`src/rtl/spi_master_pkg.sv`:
```
// Shared definitions for the APB SPI master engines: word and counter
// widths, the receive FSM state encoding and the receive shift helper.
package spi_master_pkg;

    localparam int unsigned SPI_WORD_W = 32;
    localparam int unsigned SPI_CNT_W  = 16;

    // Default transfer length (in bits) after reset.
    localparam logic [SPI_CNT_W-1:0] SPI_CNT_RST = 16'h8;

    typedef enum logic [1:0] {
        RX_IDLE           = 2'd0,
        RX_RECEIVE        = 2'd1,
        RX_WAIT_FIFO      = 2'd2,
        RX_WAIT_FIFO_DONE = 2'd3
    } rx_state_e;

    // Shift one sample into the receive word. Standard mode takes MISO
    // (sdi[1]); quad mode takes the whole nibble with sdi[3] as its MSB.
    function automatic logic [SPI_WORD_W-1:0] rx_shift(
        input logic [SPI_WORD_W-1:0] word,
        input logic                  quad,
        input logic [3:0]            sdi
    );
        logic [SPI_WORD_W-1:0] res;
        if (quad) begin
            res = {word[SPI_WORD_W-5:0], sdi};
        end else begin
            res = {word[SPI_WORD_W-2:0], sdi[1]};
        end
        return res;
    endfunction

endpackage

```
`src/rtl/spi_master_rx.sv`:
```
// SPI master receive engine: shifts MISO (or four quad lanes) into 32-bit
// words and hands each completed word to the RX FIFO over valid/ready.
// SCK is requested through clk_en_o and dropped while the FIFO stalls, so
// no sample is ever taken while a word is still waiting to be accepted.
module spi_master_rx
    import spi_master_pkg::*;
(
    input  logic                  clk,
    input  logic                  rstn,
    input  logic                  en,
    input  logic                  rx_edge,
    output logic                  rx_done,
    input  logic                  sdi0,
    input  logic                  sdi1,
    input  logic                  sdi2,
    input  logic                  sdi3,
    input  logic                  en_quad_in,
    input  logic [SPI_CNT_W-1:0]  counter_in,
    input  logic                  counter_in_upd,
    output logic [SPI_WORD_W-1:0] data,
    output logic                  data_valid,
    input  logic                  data_ready,
    output logic                  clk_en_o
);

    rx_state_e              state_r;
    rx_state_e              state_next_s;
    logic [SPI_CNT_W-1:0]   counter_r;
    logic [SPI_CNT_W-1:0]   counter_next_s;
    logic [SPI_CNT_W-1:0]   counter_trgt_r;
    logic [SPI_WORD_W-1:0]  data_int_r;
    logic [SPI_WORD_W-1:0]  data_int_next_s;
    logic [SPI_WORD_W-1:0]  data_shift_s;
    logic                   done_s;
    logic                   reg_done_s;

    // Transfer-end and word-boundary detection; edges outside RECEIVE never count.
    always_comb begin
        data_shift_s = rx_shift(data_int_r, en_quad_in, {sdi3, sdi2, sdi1, sdi0});
        done_s       = (state_r == RX_RECEIVE) && rx_edge &&
                       (counter_r == (counter_trgt_r - 16'd1));
        if (en_quad_in) begin
            reg_done_s = (counter_r[2:0] == 3'h7);
        end else begin
            reg_done_s = (counter_r[4:0] == 5'h1F);
        end
    end

    assign rx_done = done_s;

    // Next-state, counter, shift register and handshake outputs.
    always_comb begin
        state_next_s    = state_r;
        counter_next_s  = counter_r;
        data_int_next_s = data_int_r;
        data            = data_int_r;
        data_valid      = 1'b0;
        clk_en_o        = 1'b0;

        case (state_r)
            RX_IDLE: begin
                if (en) begin
                    state_next_s    = RX_RECEIVE;
                    counter_next_s  = 16'd0;
                    data_int_next_s = 32'd0;
                end else begin
                    state_next_s    = RX_IDLE;
                end
            end

            RX_RECEIVE: begin
                clk_en_o = 1'b1;
                if (rx_edge) begin
                    // The completed word is presented in the same cycle as its last sample.
                    data            = data_shift_s;
                    data_int_next_s = data_shift_s;
                    if (done_s) begin
                        counter_next_s = 16'd0;
                        data_valid     = 1'b1;
                        if (data_ready) begin
                            state_next_s    = RX_IDLE;
                            data_int_next_s = 32'd0;
                        end else begin
                            clk_en_o     = 1'b0;
                            state_next_s = RX_WAIT_FIFO_DONE;
                        end
                    end else if (reg_done_s) begin
                        counter_next_s = counter_r + 16'd1;
                        data_valid     = 1'b1;
                        if (data_ready) begin
                            // Clearing here keeps a short final word right-aligned.
                            data_int_next_s = 32'd0;
                        end else begin
                            clk_en_o     = 1'b0;
                            state_next_s = RX_WAIT_FIFO;
                        end
                    end else begin
                        counter_next_s = counter_r + 16'd1;
                    end
                end else begin
                    state_next_s = RX_RECEIVE;
                end
            end

            RX_WAIT_FIFO: begin
                data_valid = 1'b1;
                if (data_ready) begin
                    state_next_s    = RX_RECEIVE;
                    data_int_next_s = 32'd0;
                end else begin
                    state_next_s    = RX_WAIT_FIFO;
                end
            end

            RX_WAIT_FIFO_DONE: begin
                data_valid = 1'b1;
                if (data_ready) begin
                    state_next_s    = RX_IDLE;
                    data_int_next_s = 32'd0;
                end else begin
                    state_next_s    = RX_WAIT_FIFO_DONE;
                end
            end

            default: begin
                state_next_s    = RX_IDLE;
                counter_next_s  = 16'd0;
                data_int_next_s = 32'd0;
            end
        endcase
    end

    // FSM state, bit counter and shift register.
    always_ff @(posedge clk or negedge rstn) begin
        if (!rstn) begin
            state_r    <= RX_IDLE;
            counter_r  <= 16'd0;
            data_int_r <= 32'd0;
        end else begin
            state_r    <= state_next_s;
            counter_r  <= counter_next_s;
            data_int_r <= data_int_next_s;
        end
    end

    // Transfer length target; quad mode counts nibbles rather than bits.
    always_ff @(posedge clk or negedge rstn) begin
        if (!rstn) begin
            counter_trgt_r <= SPI_CNT_RST;
        end else if (counter_in_upd) begin
            if (en_quad_in) begin
                counter_trgt_r <= {2'b00, counter_in[SPI_CNT_W-1:2]};
            end else begin
                counter_trgt_r <= counter_in;
            end
        end else begin
            counter_trgt_r <= counter_trgt_r;
        end
    end

endmodule

```
`config.mk`:
```
export PLATFORM = sky130hd
export DESIGN_NAME = spi_master_rx
export DESIGN_NICKNAME = d
export VERILOG_FILES = /design/src/rtl/spi_master_pkg.sv /design/src/rtl/spi_master_rx.sv
export SDC_FILE = /design/constraint.sdc
export NUM_CORES = 1
export LEC_CHECK = 0
export ABC_AREA = 0
export CORE_MARGIN = 5
export CORE_UTILIZATION = 30
export CTS_BUF_LIST = sky130_fd_sc_hd__clkbuf_16
export CTS_CLUSTER_SIZE = 40
export DETAILED_ROUTE_END_ITERATION = 16
export GPL_ROUTABILITY_DRIVEN = 1
export HOLD_SLACK_MARGIN = 0.15
export SKIP_CTS_REPAIR_TIMING = 1
export SLEW_MARGIN = 25
export SYNTH_ARGS = -nofsm -noshare
export SYNTH_HDL_FRONTEND = slang
export SYNTH_SLANG_ARGS = --single-unit
```
`constraint.sdc`:
```
create_clock -name clk -period 6.5 [get_ports clk]
set_input_delay 1.3 -clock clk [delete_from_list [all_inputs] [get_ports clk]]
set_output_delay 1.3 -clock clk [all_outputs]
set_load 0.1 [all_outputs]
```
### Word-level counts from Yosys, hierarchy flattened

Index checks and enable logic that the tools add are counted.
W data, S select, Z words.

* bits in registers: 66
* input bits: 27
* output and inout port bits: 35
* word-level logic and storage cells: 58

* add/subtract/negate cells: 2
* equal/unequal tests: 11
* multiplexer cells: 33
* reduce and logical (&&, ||, !) cells: 8

Operators with widths (count)
* $mux W32: 9
* $pmux W32 S3: 1
* $mux W16: 4
* $pmux W16 S2: 1
* $add A16 B1 Y16 const B: 1
* $eq A16 B16 Y1: 1
* $sub A16 B1 Y16 const B: 1
* $mux W2: 6
* $mux W1: 10
* $ne A4 B4 Y1 const B: 2
* $pmux W2 S4: 1
* $reduce_and A3 Y1: 2
* $eq A5 B5 Y1 const B: 1
* $eq A2 B2 Y1 const B: 2
* $ne A2 B2 Y1 const B: 2
* $eq A3 B3 Y1 const B: 1
* $eq A2 B1 Y1 const B: 1
* $logic_and A1 B1 Y1: 2
* $logic_not A2 Y1: 1
* $ne A2 B1 Y1 const B: 1
* $pmux W1 S2: 1
* $reduce_and A2 Y1: 1
* $reduce_bool A2 Y1: 1
* $reduce_or A2 Y1: 1

### Longest topological paths before layout

Gate-level depths: netlist of run 1.

* depth after elaboration: 6
* mapped depth: 12
* gate-level depth less buffers: 10

### Worst setup path after synthesis of run 1

Ideal clock, no wire load.

* path type: input -> output
* start point: input port en_quad_in
* end point: output port data[27]
* arrival: 4667 ps
* path slack: 533 ps
* stages on the path: 5
* path buffers: 3
* cells stage by stage: clkbuf_1 clkbuf_1 buf_1 mux2i_1 o21ai_0

* cells in the longest elaborated chain, start to end: 3

Ends and longest elaborated chain
* from (decl): RTL line spi_master_rx.sv:17 `input logic en_quad_in,`
* $mux W32: RTL line spi_master_pkg.sv:26 `if (quad) begin`
* $mux W32: RTL line spi_master_rx.sv:73 `if (rx_edge) begin`
* $mux W32: RTL line spi_master_rx.sv:60 `case (state_r)`
* to (decl): RTL line spi_master_rx.sv:20 `output logic [SPI_WORD_W-1:0] data,`

Every way passes these cells.

### Final worst setup path of run 1

* start point: register counter_trgt_r[0]
* end point: output port clk_en_o

* cells in the longest elaborated chain, start to end: 6

Ends and longest elaborated chain
* from (decl): RTL line spi_master_rx.sv:30 `logic [SPI_CNT_W-1:0] counter_trgt_r;`
* from (signal assigned): RTL line spi_master_rx.sv:152 `counter_trgt_r <= {2'b00, counter_in[SPI_CNT_W-1:2]};`
* from (signal assigned): RTL line spi_master_rx.sv:154 `counter_trgt_r <= counter_in;`
* from (signal assigned): RTL line spi_master_rx.sv:157 `counter_trgt_r <= counter_trgt_r;`
* $sub A16 B1 Y16: RTL line spi_master_rx.sv:41 `(counter_r == (counter_trgt_r - 16'd1));`
* $eq A16 B16 Y1: RTL line spi_master_rx.sv:41
* $logic_and A1 B1 Y1: RTL line spi_master_rx.sv:40 `done_s = (state_r == RX_RECEIVE) && rx_edge &&`
* $mux W1: RTL line spi_master_rx.sv:77 `if (done_s) begin`
* $mux W1: RTL line spi_master_rx.sv:73
* $mux W1: RTL line spi_master_rx.sv:60
* to (decl): RTL line spi_master_rx.sv:23 `output logic clk_en_o`

Every way passes these cells.

==> out/qor.yml, run 1 <==
fin_crit_sh_pct: 82.96
via_per_inst: 5.260
worstMarginPinSlew_ps: 959.5
dpl.hpwl_um: 7575
power_leakage_nw: 2.186
synthTopCellsByArea: "dfrtp_1 38%, mux2i_1 12%, nand2_1 7.5%"
area_growth_pct: 20.99
period_minus_slack_ps: 5392
synth_nets: 511
nets: 551
placed_area_sq_mm: 0.004896
diodes: 0
fmax_mhz: 185.4
hold_path_class: "flop to flop"
cts_buffer_depth: 2
clock_latency_ps: 340
synth-seq-cells: 66
ant_nets: 0
totalWireLength_um: 11060
wl_per_cell_um: 15.71
firstDrtPassIters: 5
antenna_found_initial: 1
crit_type: "flop to output pin"
synth_top_area_share_pct: 37.89
place.port_buffers: 61
post-place-ws_ps: 1445
peakVddDrop_v: 0.0002571
drcViolationCount: 0
grt_max_degree: 67
final_hold_viol_count: 0
power.density_mw_per_mm2: 343.6
numCtsBuffers: 9
fillers: 1393
layout-drive-gt1-share_pct: 15.65
yosys.area.top_type: "dfrtp_1"
cp-start-kind: "flop"
slew-limit-headroom_pct: 35.83
initial_core_util_pct: 30.81
holdCritStartpoint: "data_int_r[31]"
grt_usage_pct: 13.99
ios: 62
syn_area_sq_mm: 0.004293
core_sq_mm: 0.01393
grt_overflow_total: 0
netlist_top_cells_count: "86 x nand2_1, 65 x dfrtp_1, 53 x mux2i_1, 37 x o21ai_0, 33 x o31ai_1"
grt_pass1_wl_um: 19170
r2r-start: "counter_trgt_r[4]"
fin_skew_ps: 8.156
setup_violations: 0
die_h_um: 129.6
synth_area_per_cell_sq_um: 8.943
place_congestion: 0.8001
grt_pass1_vias: 3842
rows: 43
die_x_um: 129.6
required_ps: 5200
finalSetupTns_ps: 0
htreeDepth: 3
dieArea_sq_mm: 0.01680
hold_slack_ps: 494.8
synth_most_common_cell: "nand2_1"
crit_start: "counter_trgt_r[0]"
crit_fanout: 20
postLayoutCellArea_sq_mm: 0.005194
dr.first_iter.drc_count: 199
max-cap-violations: 0
rsz0062_at_grt: "no"
synth_cells: 480
synth_cell_types: 52
ys.flop_type: "dfrtp_1"
yosys_warnings: 0
status: "complete, no violations"
timing.critical_path.arrival_ps: 4090
cts_tree: "yes"
drv_slew: 0
num_vias: 3703
rrSetupSlack_ps: 3370
synth_edf_count: 0
clock_sinks: 66
total_power_w: 0.001784
cts_root_buf: "clkbuf_16"
clk_transition_reported_paths_ps: 50
setup_ws_ps: 1108
async_reset_ff_share_pct: 100.0
cp-end-kind: "output pin"
seq_area_frac_synth_pct: 38.50
==> layout by cell type, fill, tap and decap left out, types with 3 or more instances in the layout <==
cell type and instances:
mux2_2 3, nand2_1 86, dfrtp_1 65, o22ai_1 4, and3_1 5, nand3_1 9, ha_1 4, a32o_1 3
buf_4 39, xnor2_1 14, xor2_1 6, a21oi_1 15, mux2i_1 53, o31ai_1 33, nor3_1 4, clkbuf_16 9
inv_1 10, buf_2 3, or2_2 9, a31oi_1 5, or3_1 6, nand4b_1 3, clkdlybuf4s50_1 24, nand3b_1 3
nand4_1 12, o21ai_0 37, nor2_1 22, o311ai_2 5, o311ai_1 3
==> sequential cells by signal (all words and copies together) (netlist names) <==
name,flops
state_r,2
counter_r,16
counter_trgt_r,16
data_int_r,32
==> per-layer routing <==
| layer | routed length (um) | GRT usage [%] | part of all wire [%] | vias to the layer above |
|---|---|---|---|---|
| met2 | 5252 | 22.60 | 47 | 77 |
| met3 | 495 | 4.575 | 4.5 | 16 |
| met4 | 165 | 3.423 | 1.5 | 2 |
| met5 | 7 | 0 | 0.063 | - |
| met1 | 5142 | 18.20 | 46 | 1795 |
| li1 | - | - | - | 1813 |
==> path summary, 6_finish.rpt <==
path,endpoint,depth (start not counted)
worst min register to register,data_int_r[31],2
worst max-delay path,clk_en_o,12
worst max register to register,data_int_r[18],10
max in group asynchronous,counter_r[0],2
min in group asynchronous,counter_r[12],2
worst min-delay path,data_int_r[31],2
==> metrics by stage <==
stage	std cells	utilization (%)
after global routing	704	37.27
after detailed placement	689	35.14
after global placement	689	35.14
after floorplan	480	-
final	704	37.27
after CTS	704	37.29
==> power by group <==
| part | total, W | internal [W] | switching, W |
|---|---|---|---|
| Sequential | 0.000556 | 0.000475 | 0.0000815 |
| Combinational | 0.000721 | 0.000180 | 0.000541 |
| Clock | 0.000507 | 0.000328 | 0.000179 |
==> final cells by class <==
class                      instances  area (sq um)  area share [%]
clock inverter                     6         75.07           1.445
multi-input combinational        369          2437           46.93
sequential                        66          1653           31.82
timing repair buffer              66         548.0           10.55
tap                              180         225.2           4.336
inverter                           8         30.03          0.5782
clock buffer                       9         225.2           4.336
==> logic make-up (layout without fill, tap and decap cells) <==
family                   Yosys count  after routing  synth area share [%]
buffers and inverters             45             89                 4.780
multiplexers                      56             56                 13.14
AO/OA/AOI/OAI                    115            115                 18.36
flip-flops                        66             66                 38.50
adder cells (fa/ha/maj)            4              4                 1.166
XOR/XNOR                          20             20                 4.080
AND/OR/NAND/NOR                  174            174                 19.97
==> critical path, stage by stage (launching register included) <==
cell and delay, ps:
dfrtp_1 430, inv_1 90, ha_1 170, nor3b_2 440, mux2_2 390, mux2i_1 120
o21ai_0 120, and3_1 220, nand4_2 80, buf_4 270, nand2_1 100, a31oi_1 180
clkdlybuf4s50_1 1150
(Power assumes the default switching activity.)
==> inputs of run 2 (changes only) <==
- clock period: 6.5 -> 5.2 ns (I/O delays scaled with it)
==> run 2 against run 1 <==
Against the previous run: total power grew 35%; combinational power rose by 51%; via count increased by 0.43%; critical path depth down 2.
==> out/qor.yml, run 2 (synthesis gave the netlist of run 1 again) <==
final_hold_viol_count: 0
reg.largest.list: "data_int_r (32), counter_r (16), counter_trgt_r (16)"
period_minus_slack_ps: 4429
postLayoutCellArea_sq_mm: 0.005604
grt_overflow_total: 0
finalSetupTns_ps: 0
cts_buffer_depth: 2
cp-start-kind: "flop"
ios: 62
crit_type: "flop to output pin"
grt_pass1_vias: 3752
layout_commonest_cell: "nand2_1"
fin_crit_sh_pct: 85.17
largest_reg_flops: 32
status: "complete, no violations"
dieArea_sq_mm: 0.01680
dpl.hpwl_um: 7862
final_cell_mix: "86 x nand2_1, 65 x dfrtp_1, 53 x mux2i_1"
max-cap-violations: 0
die_h_um: 129.6
layout-drive-gt1-share_pct: 16.76
slew-limit-headroom_pct: 46.72
grt_usage_pct: 13.90
area_growth_pct: 30.54
peakVddDrop_v: 0.0002982
crit_chain: "or4_4 > nor4_4 > nand3_1 > xnor2_1 > and3_1 > nand4_2 > buf_4 > a21oi_1 > or2_2 > buf_4"
placed_area_sq_mm: 0.005306
drcViolationCount: 0
grt_pass1_wl_um: 19010
required_ps: 4160
initial_core_util_pct: 30.81
fillers: 1339
clock_latency_ps: 330
cp-end-kind: "output pin"
numCtsBuffers: 9
cp_num_buf_inv: 2
power_leakage_nw: 2.284
antenna_found_initial: 0
cpLargestDelayFamily: "simple AND/OR/NAND/NOR gates"
clk_transition_reported_paths_ps: 60
via_per_inst: 5.275
post-place-ws_ps: 1124
firstDrtPassIters: 4
nets: 551
crit_fanout: 20
final_core_util_pct: 40.22
top_register: "data_int_r"
setup_ws_ps: 771.4
timing.critical_path.arrival_ps: 3390
grt_max_degree: 85
crit_slowest_cell: "or4_4"
diodes: 0
rrSetupSlack_ps: 1950
htreeDepth: 3
power.density_mw_per_mm2: 428.4
wl_per_cell_um: 16.00
fmax_mhz: 225.8
cpMostUsedCell: "buf_4"
dr.first_iter.drc_count: 215
hold_path_class: "flop to flop"
drv_slew: 0
place_congestion: 0.8035
rows: 43
worstMarginPinSlew_ps: 798.4
clock_sinks: 66
ant_nets: 0
setup_violations: 0
fin_skew_ps: 10.78
num_vias: 3719
die_x_um: 129.6
cts_root_buf: "clkbuf_16"
rsz0062_at_grt: "no"
crit_path_max_incr_delay_ps: 600
core_sq_mm: 0.01393
totalWireLength_um: 11280
place.port_buffers: 61
cts_tree: "yes"
## run 2: path summary, 6_finish.rpt
path                                   start              to  cells after the start
setup / recovery           counter_trgt_r[4]      data_valid                     10
setup reg to reg           counter_trgt_r[4]   data_int_r[2]                     10
hold / removal                data_int_r[31]  data_int_r[31]                      2
min in group asynchronous               rstn  data_int_r[25]                      1
max in group asynchronous               rstn   data_int_r[3]                      2
hold reg to reg               data_int_r[31]  data_int_r[31]                      2
## run 2: where the power goes
part / internal (W) / switching, W / leakage (nW)
clock network: 0.000375 / 0.000242 / 0.146
registers: 0.000593 / 0.000105 / 0.856
logic: 0.000372 / 0.000714 / 1.28
## run 2: layout make-up
| class | instances | area (sq um) | share of cell area [%] |
|---|---|---|---|
| Tap cell | 180 | 225.2 | 4.019 |
| Sequential cell | 66 | 1653 | 29.49 |
| Inverter | 8 | 30.03 | 0.5358 |
| Clock buffer | 9 | 225.2 | 4.019 |
| Clock inverter | 7 | 77.57 | 1.384 |
| Timing Repair Buffer | 66 | 958.4 | 17.10 |
| Multi-Input combinational cell | 369 | 2435 | 43.45 |
## run 2: metrics by stage
step	hold WS, ps	std cells	power, W
floorplan	448.3	480	0.001402
global placement	467.6	689	0.001782
detailed placement	471.1	689	0.001792
CTS	486.6	705	0.002421
global route	518.3	705	0.002516
finish	489.2	705	0.002401
## run 2: worst register-to-register path: stages, from the launching register on
cell and delay (ps):
dfrtp_1 490, or4_4 600, nor4_4 380, nand3_1 150, xnor2_1 290, and3_1 230, nand4_2 90, buf_4 240
a21oi_2 160, buf_4 350, o31ai_1 160
## run 2: metal layers
metal  vias to the layer above  wire, um  GRT usage [%]  share of wire (%)
met5                         -         0              0                  0
met4                         0       114          3.240                1.0
met3                        12       537          4.328                4.8
met2                        83      5242          22.02                 46
met1                      1806      5385          18.65                 48
li1                       1818         -              -                  -
==> inputs of run 3 (changes only) <==
- CAP_MARGIN: default -> 20
==> results of run 3 <==
No change in the layout: final DEF, timing and power equal those of run 2.
